===== src/rtl/bin2bcd_seq.sv =====
// bin2bcd_seq: sequential binary-to-BCD converter using the shift-and-add-3 method.
// It advances one bit per ce strobe and produces four packed BCD digits.
// Inputs above 9999 saturate the display value to 9999 and raise ovf.
//
// Handshake: a start is accepted only on a clock edge where ce=1, st=1 and the
// block is idle (busy=0). di is captured at that edge and ignored afterwards.
// The result appears on dat together with a single-cycle done pulse.
// st is ignored while busy=1 and is never queued.
module bin2bcd_seq #(
    parameter int W = 14
) (
    input  logic         clk,
    input  logic         R,
    input  logic         ce,
    input  logic         st,
    input  logic [W-1:0] di,
    output logic [15:0]  dat,
    output logic         busy,
    output logic         done,
    output logic         ovf,
    output logic [1:0]   state_dbg
);

    localparam int CW = $clog2(W + 1);

    typedef enum logic [1:0] {
        IDLE  = 2'b00,
        SHIFT = 2'b01
    } state_t;

    state_t          state;
    state_t          state_nxt;
    logic [W-1:0]    sr;
    logic [15:0]     bcd;
    logic [15:0]     bcd_adj;
    logic [15:0]     bcd_shift;
    logic [CW-1:0]   cnt;
    logic            cmp;
    logic            start;
    logic            step;
    logic            last;

    assign state_dbg = state;

    // State register; the next-state logic maps unused encodings back to IDLE.
    always_ff @(posedge clk) begin
        if (R) begin
            state <= IDLE;
        end else begin
            state <= state_nxt;
        end
    end

    // Next-state logic and per-cycle control strobes.
    always_comb begin
        state_nxt = state;
        start     = 1'b0;
        step      = 1'b0;
        last      = 1'b0;
        case (state)
            IDLE: begin
                if (ce && st) begin
                    start     = 1'b1;
                    state_nxt = SHIFT;
                end
            end
            SHIFT: begin
                if (ce) begin
                    step = 1'b1;
                    if (cnt == CW'(W - 1)) begin
                        last      = 1'b1;
                        state_nxt = IDLE;
                    end
                end
            end
            default: begin
                state_nxt = IDLE;
            end
        endcase
    end

    // Add 3 to every BCD nibble of 5 or more, then shift in the next binary MSB.
    always_comb begin
        bcd_adj = bcd;
        for (int i = 0; i < 4; i++) begin
            if (bcd[4*i +: 4] >= 4'd5) begin
                bcd_adj[4*i +: 4] = bcd[4*i +: 4] + 4'd3;
            end
        end
        bcd_shift = {bcd_adj[14:0], sr[W-1]};
    end

    // Conversion datapath and result/status registers.
    always_ff @(posedge clk) begin
        if (R) begin
            sr   <= '0;
            bcd  <= '0;
            cnt  <= '0;
            cmp  <= 1'b0;
            dat  <= 16'h0000;
            ovf  <= 1'b0;
            done <= 1'b0;
            busy <= 1'b0;
        end else begin
            done <= 1'b0;
            busy <= (state_nxt == SHIFT);
            if (start) begin
                sr  <= di;
                bcd <= '0;
                cnt <= '0;
                cmp <= (32'(di) > 32'd9999);
            end else if (step) begin
                sr  <= {sr[W-2:0], 1'b0};
                bcd <= bcd_shift;
                cnt <= cnt + 1'b1;
                if (last) begin
                    dat  <= cmp ? 16'h9999 : bcd_shift;
                    ovf  <= cmp;
                    done <= 1'b1;
                    cnt  <= '0;
                end
            end
        end
    end

endmodule


===== config.mk =====
export PLATFORM = sky130hd
export DESIGN_NAME = bin2bcd_seq
export DESIGN_NICKNAME = d
export VERILOG_FILES = /design/src/rtl/bin2bcd_seq.sv
export SDC_FILE = /design/constraint.sdc
export NUM_CORES = 1
export LEC_CHECK = 0
export CAP_MARGIN = 20
export CORE_AREA = 2 2 95 97
export CTS_CLUSTER_SIZE = 30
export DETAILED_ROUTE_END_ITERATION = 8
export DIE_AREA = 0 0 97 99
export PLACE_DENSITY = 0.59
export SYNTH_ARGS = -nofsm -noshare
export SYNTH_HDL_FRONTEND = slang
export SYNTH_SLANG_ARGS = --single-unit

===== constraint.sdc =====
create_clock -name clk -period 2.1 [get_ports clk]
set_input_delay 0.42 -clock clk [delete_from_list [all_inputs] [get_ports clk]]
set_output_delay 0.42 -clock clk [all_outputs]
set_load 0.05 [all_outputs]

==> results of run 1 <==
## final timing paths
| check | startpoint | to | slack (ns) | depth (start not counted) |
|---|---|---|---|---|
| max | state_dbg[0] | state_dbg[0] | 0.06 | 1 |
| min | ovf | ovf | 0.48 | 2 |
| max reg2reg | cnt[0] | dat[14] | 0.43 | 5 |
| min reg2reg | ovf | ovf | 0.48 | 2 |
## logic make-up (layout without fill, tap and decap cells)
logic type | after synthesis | after routing
and+or+nand+nor | 94 | 94
DFF | 56 | 56
other | 1 | 1
xor gates and xnor gates | 5 | 5
buffers and inverters | 27 | 66
adders and majority gates | 10 | 10
AOI/OAI and AO/OA | 68 | 68
muxes | 17 | 17
## area by class of cell
type                            instances  area [µm²]  share of cell area
Timing Repair Buffer                   49         490               0.156
Inverter                               10        37.5              0.0120
Multi-Input combinational cell        195        1270               0.404
Clock buffer                            5        68.8              0.0219
Clock inverter                          2        16.3             0.00518
Sequential cell                        56        1120               0.357
Tap cell                              108         135              0.0431
## Yosys cell counts
cell / count / area [µm²]
a211oi_1: 23 / 173
a21oi_1: 19 / 95.1
a311oi_1: 4 / 35.0
and3b_1: 1 / 8.76
buf_2: 6 / 30.0
buf_4: 3 / 22.5
buf_8: 1 / 15.0
clkbuf_1: 7 / 26.3
conb_1: 1 / 3.75
dfxtp_1: 56 / 1120
ha_1: 10 / 125
inv_1: 10 / 37.5
mux2_2: 4 / 45.0
mux2i_1: 13 / 130
nand2_1: 18 / 67.6
nand2b_1: 5 / 31.3
nand2b_2: 1 / 8.76
nand3_1: 3 / 15.0
nand3b_1: 9 / 67.6
nand4_1: 1 / 6.26
nand4b_1: 1 / 8.76
nor2_1: 36 / 135
nor2b_1: 1 / 6.26
nor3_1: 3 / 15.0
nor3b_1: 7 / 52.6
nor3b_2: 1 / 12.5
nor4_1: 1 / 6.26
nor4bb_1: 1 / 10.0
o21ai_0: 6 / 30.0
o21ai_1: 8 / 40.0
o22ai_1: 8 / 50.1
or2_1: 1 / 6.26
or3_1: 4 / 25.0
xnor2_1: 4 / 35.0
xor2_1: 1 / 8.76
## through the flow
step	power, mW	hold WS [ns]
2_1_floorplan	1.21	0.446
3_3_place_gp	1.28	0.460
3_5_place_dp	1.28	0.469
4_1_cts	1.88	0.481
5_1_grt	1.94	0.511
6_report	1.86	0.482
## state kept, by name (all words and copies together) (netlist names)
signal and cells:
busy 1, bcd 16, sr 14, ovf 1
done 1, cnt 4, cmp 1, dat 16
state_dbg 2
## layer usage
layer / routed length, µm / track usage / up-vias / part of all wire
met5: 0 / 0 / - / 0
met4: 55 / 0.0325 / 0 / 0.0099
met3: 269 / 0.0255 / 5 / 0.048
met2: 2640 / 0.214 / 44 / 0.47
met1: 2600 / 0.149 / 981 / 0.47
li1: - / - / 1066 / -
## repair_timing
| action | 4_1_cts | 5_1_grt |
|---|---|---|
| endpoints found under the hold margin | 0 | 0 |
| resized for setup | 0 | 1 |
| setup buffers | 0 | 0 |
| hold buffers | 0 | 0 |
| setup endpoints to repair | 0 | 1 |
## placed cells by master (no fill, tap or decap), types with 5 or more instances in the layout
master           netlist  routed
nor3b_1                7       7
nand2_1               18      18
dfxtp_1               56      56
nand3b_1               9       9
o21ai_1                8       8
clkbuf_8               0       5
o21ai_0                6       6
inv_1                 10      10
ha_1                  10      10
mux2i_1               13      13
o22ai_1                8       8
a21oi_1               19      19
nor2_1                36      36
nand2b_1               5       5
a211oi_1              23      23
buf_4                  3       9
clkdlybuf4s50_1        0      37
## where the power goes
| part | internal, mW | leakage [nW] | switching, mW |
|---|---|---|---|
| registers | 1.08 | 0.453 | 0.0143 |
| logic | 0.0832 | 0.505 | 0.0793 |
| clock network | 0.234 | 0.0406 | 0.369 |
==> out/qor.csv, run 1 <==
stage;metric;value;unit
status;status;completed;
timing;Worst-Margin Slew;0.517;ns
clock_network;clock tree buffer depth;2;
grt;GRT overflow;0;
synthesis;synth warn;0;
worst_setup_path;Crit path buffers/inverters;1;
die;Core Region;8550;µm²
worst_setup_path;CP max stage delay;0.85;ns
worst_setup_path;CP Cell Sequence;clkdlybuf4s50_1;
drt;total number of vias;2096;
grt;gr usage total;0.121;
die;I/O Pins;39;
drt;WL final;5570;µm
placement;pre-CTS setup slack;0.114;ns
placement;Placed Cells;418;
final_layout;fillers;868;
grt;initial antenna violation count;0;
worst_setup_path;slowest stage cell, crit path;clkdlybuf4s50_1;
timing;Final Cycle Share;0.973;
clock_network;CTS tree;built;
drt;1st-iter DRT viols;70;
flow_run;Max Cap Violations;0;
timing;Slew Viols, Final;0;
synthesis;compound-cell area share of the yosys netlist;0.169;
placement;detailed-placement wirelength estimate;4010;µm
synthesis;Syn Nets;306;
clock_network;CTS root buf;clkbuf_8;
worst_setup_path;Critical Path Fanout Max;6;
placement;port buffer count;38;
pwr;worst vdd ir;0.000368;V
drt;First-pass DRT Iterations;4;
synthesis;Avg Inst Size Synth;9.01;µm²
grt;largest net degree at the start of global routing;28;
worst_setup_path;critical path startpoint category;flip-flop;
timing;Final Hold Fails;0;
timing;FMAX;489;MHz
synthesis;area share of fa/ha/maj cells after synthesis;0.0499;
worst_setup_path;Crit. End Element;primary output;
die;die height;99;µm
drt;vias per std cell;4.93;
final_layout;area grow syn2layout;25.2;%
clock_network;Reg clk slew, reported paths;0.11;ns
worst_setup_path;worst path arrival time;1.62;ns
clock_network;clk sinks;56;
grt;first-pass GRT wire length;9600;µm
worst_setup_path;CP delay by family, top;buffers and inverters;
clock_network;htree depth;2;
final_layout;Final Util;0.367;
timing;fin crit period;2.04;ns
clock_network;clock buffer count from CTS;5;
drt;Final ANT Viol Nets;0;
pwr;PwrDens;593;nW/µm²
final_layout;Nets;345;
synthesis;simple-gate portion of the synthesized area;0.193;
clock_network;Clock Latency Late Sink;0.31;ns
worst_setup_path;required time worst endpoint;1.68;ns
worst_setup_path;Crit Path Category;reg -> out;
die;Die W;97;µm
timing;Worst Clk Skew;0.0120;ns
final_layout;layout cell share with drive strength beyond 1;0.0789;
final_layout;diodes inserted;0;
synthesis;mapped cell area;2510;µm²
synthesis;XOR/XNOR Fraction of Synth Area;0.0175;
timing;Setup WS post-layout;0.0570;ns
synthesis;Distinct cells, synth;35;
drt;Routed WL per cell;13.1;µm
die;Initial Util;0.293;
timing;Slew headroom;0.654;
die;site row count;34;
synthesis;Mapped Cells;278;
synthesis;main combinational cell family by area after synthesis;simple AND/OR/NAND/NOR gates;
synthesis;mux contribution to synthesized area;0.0699;
timing;setup violators final;0;
final_layout;count of non-filler cells in the finished layout;425;
timing;Setup Total Neg Slack;0;ns
drt;DRC viols;0;
grt;number of global-route vias before repair;2035;
synthesis;Seq/Total Area, Yosys;0.447;
placement;Final GP Congestion;0.773;
die;total die area;9600;µm²
worst_hold_path;Hold Path Class;reg -> reg;
final_layout;final instance area;3140;µm²
synthesis;post-synthesis register bit count;56;
pwr;P_leak;0.999;nW
placement;Placement Cell Area;3050;µm²
timing;RSZ-0062 raised after global routing;false;
Note: power is estimated with default switching activity, not from simulation.
==> inputs of run 2 (changes only) <==
--- a/config.mk
+++ b/config.mk
@@ -10,6 +10,7 @@
 export CTS_CLUSTER_SIZE = 30
 export DETAILED_ROUTE_END_ITERATION = 8
 export DIE_AREA = 0 0 97 99
+export HOLD_SLACK_MARGIN = 0.15
 export PLACE_DENSITY = 0.59
 export SYNTH_ARGS = -nofsm -noshare
 export SYNTH_HDL_FRONTEND = slang
==> constraint.sdc (replaced) <==
create_clock -name clk -period 2.1 [get_ports clk]
set_input_delay 0.42 -clock clk [delete_from_list [all_inputs] [get_ports clk]]
set_output_delay 0.42 -clock clk [all_outputs]
set_load 0.1 [all_outputs]
==> run 2 against run 1 <==
  * Utilization down 0.57 points
  * Wire length down 1.2%
  * Critical endpoint is now dat[2]
  * First-iteration DRC count down 29%
  * Clock skew up 0.0033 ns
  * Sequential share of layout area up 0.56 points
==> out/qor.csv, run 2 (synthesis results as in run 1) <==
stage;metric;value;unit;change
timing;FMAX;590;MHz;+21%
clock_network;htree depth;2;;unchanged
die;Core Region;8550;µm²;unchanged
timing;RSZ-0062 raised after global routing;false;;
drt;Final ANT Viol Nets;0;;unchanged
drt;First-pass DRT Iterations;4;;unchanged
final_layout;area grow syn2layout;23.3;%;
placement;detailed-placement wirelength estimate;3980;µm;-0.58%
status;status;completed;;
die;I/O Pins;39;;unchanged
clock_network;total setup buffers inserted after CTS;0;;unchanged
clock_network;Clock Latency Late Sink;0.32;ns;about the same
worst_setup_path;required time worst endpoint;2.34;ns;+0.66 ns
die;die height;99;µm;unchanged
drt;vias per std cell;4.76;;-3.6%
drt;WL final;5500;µm;-1.2%
placement;Final GP Congestion;0.818;;+5.8%
drt;total number of vias;2026;;-3.3%
timing;Final Hold Fails;0;;unchanged
die;Initial Util;0.293;;unchanged
final_layout;Nets;345;;unchanged
grt;first-pass GRT wire length;9340;µm;-2.7%
pwr;P_leak;1.04;nW;+4.1%
grt;largest net degree at the start of global routing;28;;unchanged
grt;initial antenna violation count;0;;unchanged
clock_network;Gates resized, CTS repair;0;;unchanged
clock_network;clock buffer count from CTS;5;;unchanged
die;total die area;9600;µm²;unchanged
worst_setup_path;Critical Path Fanout Max;8;;+2
final_layout;top flop regs;bcd: 16 flops, dat: 16 flops, sr: 14 flops;;
clock_network;CTS tree;built;;
grt;GRT overflow;0;;unchanged
final_layout;most common cell after layout, fill and taps aside;dfxtp_1;;
worst_setup_path;worst path arrival time;1.94;ns;+0.32 ns
clock_network;clock tree buffer depth;2;;unchanged
clock_network;Reg clk slew, reported paths;0.10;ns;about the same
drt;DRC viols;0;;unchanged
flow_run;Max Cap Violations;0;;unchanged
worst_setup_path;Crit. End Element;flip-flop;;
final_layout;layout cell share with drive strength beyond 1;0.148;;+0.0689
timing;setup violators final;0;;unchanged
clock_network;CTS Hold Bufs;0;;unchanged
clock_network;CTS root buf;clkbuf_8;;
timing;Final Cycle Share;0.807;;-0.166
timing;Slew Viols, Final;0;;unchanged
worst_setup_path;critical path startpoint category;input pin;;
pwr;PwrDens;608;nW/µm²;+2.5%
pwr;worst vdd ir;0.000246;V;-33%
clock_network;clk sinks;56;;unchanged
die;site row count;34;;unchanged
grt;number of global-route vias before repair;1964;;-3.5%
timing;fin crit period;1.69;ns;-0.349 ns
grt;gr usage total;0.118;;-0.00267
placement;port buffer count;38;;unchanged
drt;1st-iter DRT viols;50;;-29%
timing;Worst Clk Skew;0.0153;ns;+0.00335 ns
final_layout;diodes inserted;0;;unchanged
final_layout;fillers;886;;+2.1%
worst_hold_path;Hold Path Class;reg -> reg;;
worst_setup_path;Crit Path Category;in -> reg;;
die;Die W;97;µm;unchanged
timing;Setup Total Neg Slack;0;ns;unchanged
final_layout;Final Util;0.361;;-0.00571
drt;Routed WL per cell;12.9;µm;-1.4%
final_layout;leading cell types in the layout, fill and taps excluded;dfxtp_1, nor2_1, buf_4;;
-- run 2: changes by cell type in the layout (fill, tap and decap cells not counted), sizes merged --
cell and change:
buf +21, clkinvlp -1, clkinv +2, dlymetal6s2s -1
clkdlybuf4s50 -20
-- run 2: layer usage --
layer / wire length [µm] / vias to the layer above / track usage
li1: - / 1058 / -
met3: 303 / 4 / 0.0305
met2: 2560 / 44 / 0.205
met4: 51 / 0 / 0.0293
met5: 0 / - / 0
met1: 2580 / 920 / 0.147
-- run 2: cell type report --
cell class | instances | area, µm² | area share
clock inverter | 3 | 22.5 | 0.00729
multi-input combinational | 195 | 1270 | 0.411
timing repair buffer | 49 | 435 | 0.141
inverter | 10 | 37.5 | 0.0122
sequential | 56 | 1120 | 0.363
clock buffer | 5 | 68.8 | 0.0223
tap | 108 | 135 | 0.0437
-- run 2: path summary, 6_finish.rpt --
kind	startpoint	to	slack, ns	cells after the start
min reg2reg	ovf	ovf	0.48	2
max	ce	dat[2]	0.41	5
min	ovf	ovf	0.48	2
max reg2reg	cnt[0]	dat[2]	0.45	5
-- run 2: power breakdown --
part           leakage (nW)  switching, mW  internal (mW)
sequential            0.453         0.0148           1.08
combinational         0.538         0.0879         0.0823
clock                0.0485          0.371          0.240
total                  1.04          0.474           1.40
-- run 2: stage by stage --
step	cells	area, µm²	hold slack [ns]	power [mW]	setup WS, ns
2_1_floorplan	278	2510	0.446	1.22	0.0208
3_3_place_gp	418	3000	0.459	1.29	0.143
3_5_place_dp	418	3000	0.466	1.29	0.0825
4_1_cts	426	3090	0.481	1.91	0.422
5_1_grt	426	3090	0.502	1.96	0.292
6_report	426	3090	0.478	1.88	0.406
-- run 2: worst max-delay path, stage by stage --
cell	delay (ns)
clkdlybuf4s50_1	0.57
and3b_1	0.24
nand2b_2	0.07
or3_1	0.45
o21ai_1	0.18
==> inputs of run 3 (changes only) <==
==> constraint.sdc (replaced) <==
create_clock -name clk -period 1.7 [get_ports clk]
set_input_delay 0.34 -clock clk [delete_from_list [all_inputs] [get_ports clk]]
set_output_delay 0.34 -clock clk [all_outputs]
set_load 0.1 [all_outputs]
==> run 3 against run 2 <==
  * Non-clock buffer count up 7
  * Wire length up 1.2%
  * Hold slack better by 0.0042 ns
  * Critical path type is now reg -> reg
==> out/qor.csv, run 3 (synthesis results as in run 1) <==
stage;metric;value;unit;change
timing;Final Cycle Share;0.949;;
timing;setup violators final;0;;unchanged
worst_hold_path;Cells on Worst Hold Path;2;;unchanged
final_layout;Final Util;0.400;;+0.0386
clock_network;clock tree buffer depth;2;;unchanged
drt;total number of vias;2099;;+3.6%
final_layout;Nets;352;;+2.0%
final_layout;fillers;845;;-4.6%
worst_setup_path;required time worst endpoint;1.95;ns;-0.39 ns
worst_setup_path;worst path arrival time;1.86;ns;-0.08 ns
worst_setup_path;Critical Path Fanout Max;3;;-5
drt;First-pass DRT Iterations;4;;unchanged
die;Core Region;8550;µm²;unchanged
final_layout;most common cell after layout, fill and taps aside;dfxtp_1;;
worst_hold_path;worst hold path endpoint;sr[0];;
timing;Setup WS post-layout;0.0861;ns;-0.320 ns
clock_network;CTS Hold Bufs;0;;unchanged
worst_setup_path;slowest stage cell, crit path;mux2_2;;
placement;pre-CTS setup slack;-0.194;ns;-0.277 ns
drt;WL final;5570;µm;+1.2%
timing;FMAX;620;MHz;
drt;vias per std cell;4.85;;+1.9%
clock_network;CTS tree;built;;
die;Initial Util;0.293;;unchanged
grt;gr usage total;0.118;;-0.000167
timing;fin crit period;1.61;ns;
die;die height;99;µm;unchanged
drt;Final ANT Viol Nets;0;;unchanged
worst_setup_path;Setup crit start;bcd[9];;
grt;initial antenna violation count;0;;unchanged
worst_setup_path;FF-to-FF Start;bcd[9];;
pwr;worst vdd ir;0.000400;V;+63%
worst_setup_path;CP max stage delay;0.39;ns;-0.18 ns
die;total die area;9600;µm²;unchanged
die;Die W;97;µm;unchanged
die;site row count;34;;unchanged
clock_network;Clock Latency Late Sink;0.31;ns;about the same
worst_setup_path;critical path startpoint category;flip-flop;;
drt;DRC viols;0;;unchanged
worst_setup_path;Crit Path Category;reg -> reg;;
timing;Slew Viols, Final;0;;unchanged
grt;largest net degree at the start of global routing;19;;-32%
timing;RSZ-0062 raised after global routing;false;;
worst_setup_path;FF-to-FF path depth;6;;+1
final_layout;leading cell types in the layout, fill and taps excluded;dfxtp_1, nor2_1, a211oi_1;;
grt;number of global-route vias before repair;2082;;+6.0%
worst_setup_path;Crit. End Element;flip-flop;;
drt;Routed WL per cell;12.9;µm;-0.45%
clock_network;Reg clk slew, reported paths;0.10;ns;about the same
die;I/O Pins;39;;unchanged
pwr;P_leak;1.14;nW;+9.3%
status;status;completed;;
grt;GRT overflow;0;;unchanged
worst_setup_path;worst flop-to-flop path endpoint;bcd[10];;
worst_hold_path;Hold Path Class;reg -> reg;;
clock_network;htree depth;2;;unchanged
clock_network;CTS root buf;clkbuf_8;;
worst_setup_path;CP Cell Sequence;inv_1 -> ha_1 -> nand2b_1 -> a21oi_1 -> mux2_2 -> o22ai_1;;
drt;1st-iter DRT viols;62;;+24%
clock_network;clk sinks;56;;unchanged
placement;port buffer count;38;;unchanged
timing;Worst Clk Skew;0.00499;ns;-0.0104 ns
worst_setup_path;FF-to-FF setup slack;0.09;ns;-0.36 ns
placement;Final GP Congestion;0.797;;-2.5%
clock_network;clock buffer count from CTS;5;;unchanged
flow_run;Max Cap Violations;0;;unchanged
final_layout;diodes inserted;0;;unchanged
pwr;PwrDens;693;nW/µm²;+14%
timing;Final Hold Fails;0;;unchanged
grt;first-pass GRT wire length;9440;µm;+1.1%
final_layout;area grow syn2layout;36.4;%;
final_layout;top flop regs;bcd: 16 flops, dat: 16 flops, sr: 14 flops;;
worst_hold_path;min-delay src;sr[0];;
final_layout;layout cell share with drive strength beyond 1;0.182;;+0.0337
placement;Placed Cells;425;;+1.7%
placement;detailed-placement wirelength estimate;4120;µm;+3.4%
final_layout;count of non-filler cells in the finished layout;433;;+1.6%
[run 3: through the flow]
step | instance area, µm² | hold WS (ns) | power, mW | TNS, ns
floorplan | 2510 | 0.446 | 1.51 | 0
global placement | 3310 | 0.461 | 1.60 | -4.40
detailed placement | 3310 | 0.466 | 1.61 | -6.12
CTS | 3410 | 0.480 | 2.39 | 0
global route | 3420 | 0.519 | 2.47 | 0
finish | 3420 | 0.482 | 2.37 | 0
[run 3: power breakdown]
| group | total [mW] | switching (mW) | internal, mW | leakage [nW] |
|---|---|---|---|---|
| combinational | 0.223 | 0.111 | 0.112 | 0.633 |
| clock | 0.791 | 0.449 | 0.341 | 0.0493 |
| sequential | 1.35 | 0.0195 | 1.34 | 0.454 |
| total | 2.37 | 0.580 | 1.79 | 1.14 |
[run 3: worst max-delay path: cells and delay by family (launching register included)]
family / cells / cell delay [ns]
AO/OA/AOI/OAI: 2 / 0.42
multiplexers: 1 / 0.39
flip-flops: 1 / 0.36
buffers and inverters: 1 / 0.08
adder cells (fa/ha/maj): 1 / 0.17
AND/OR/NAND/NOR: 1 / 0.14
[run 3: layout make-up]
class                      instances  area, µm²  share of cell area
inverter                          10       37.5              0.0110
multi-input combinational        195       1280               0.375
tap                              108        135              0.0395
clock buffer                       6       82.6              0.0241
sequential                        56       1130               0.329
clock inverter                     2       18.8             0.00549
timing repair buffer              56        738               0.216
[run 3: routing by layer]
metal | up-vias | track usage | part of all wire
met5 | - | 0 | 0
met4 | 0 | 0.0368 | 0.018
met3 | 8 | 0.0284 | 0.038
met2 | 42 | 0.201 | 0.46
met1 | 976 | 0.148 | 0.49
li1 | 1073 | - | -
[run 3: repair_timing]
item	4_1_cts	5_1_grt
setup endpoints to repair	0	3
setup buffers	0	0
gates resized for setup	0	3
[run 3: how the worst max path moves through the flow]
stage          endpoint  slack, ns  cells after the start
2_1_floorplan    bcd[1]       0.02                      5
3_3_place_gp    dat[10]      -0.15                      5
3_5_place_dp     dat[9]      -0.19                      5
4_1_cts          bcd[6]       0.07                      6
5_1_grt          bcd[2]     0.0003                      6
6_report        bcd[10]       0.09                      6
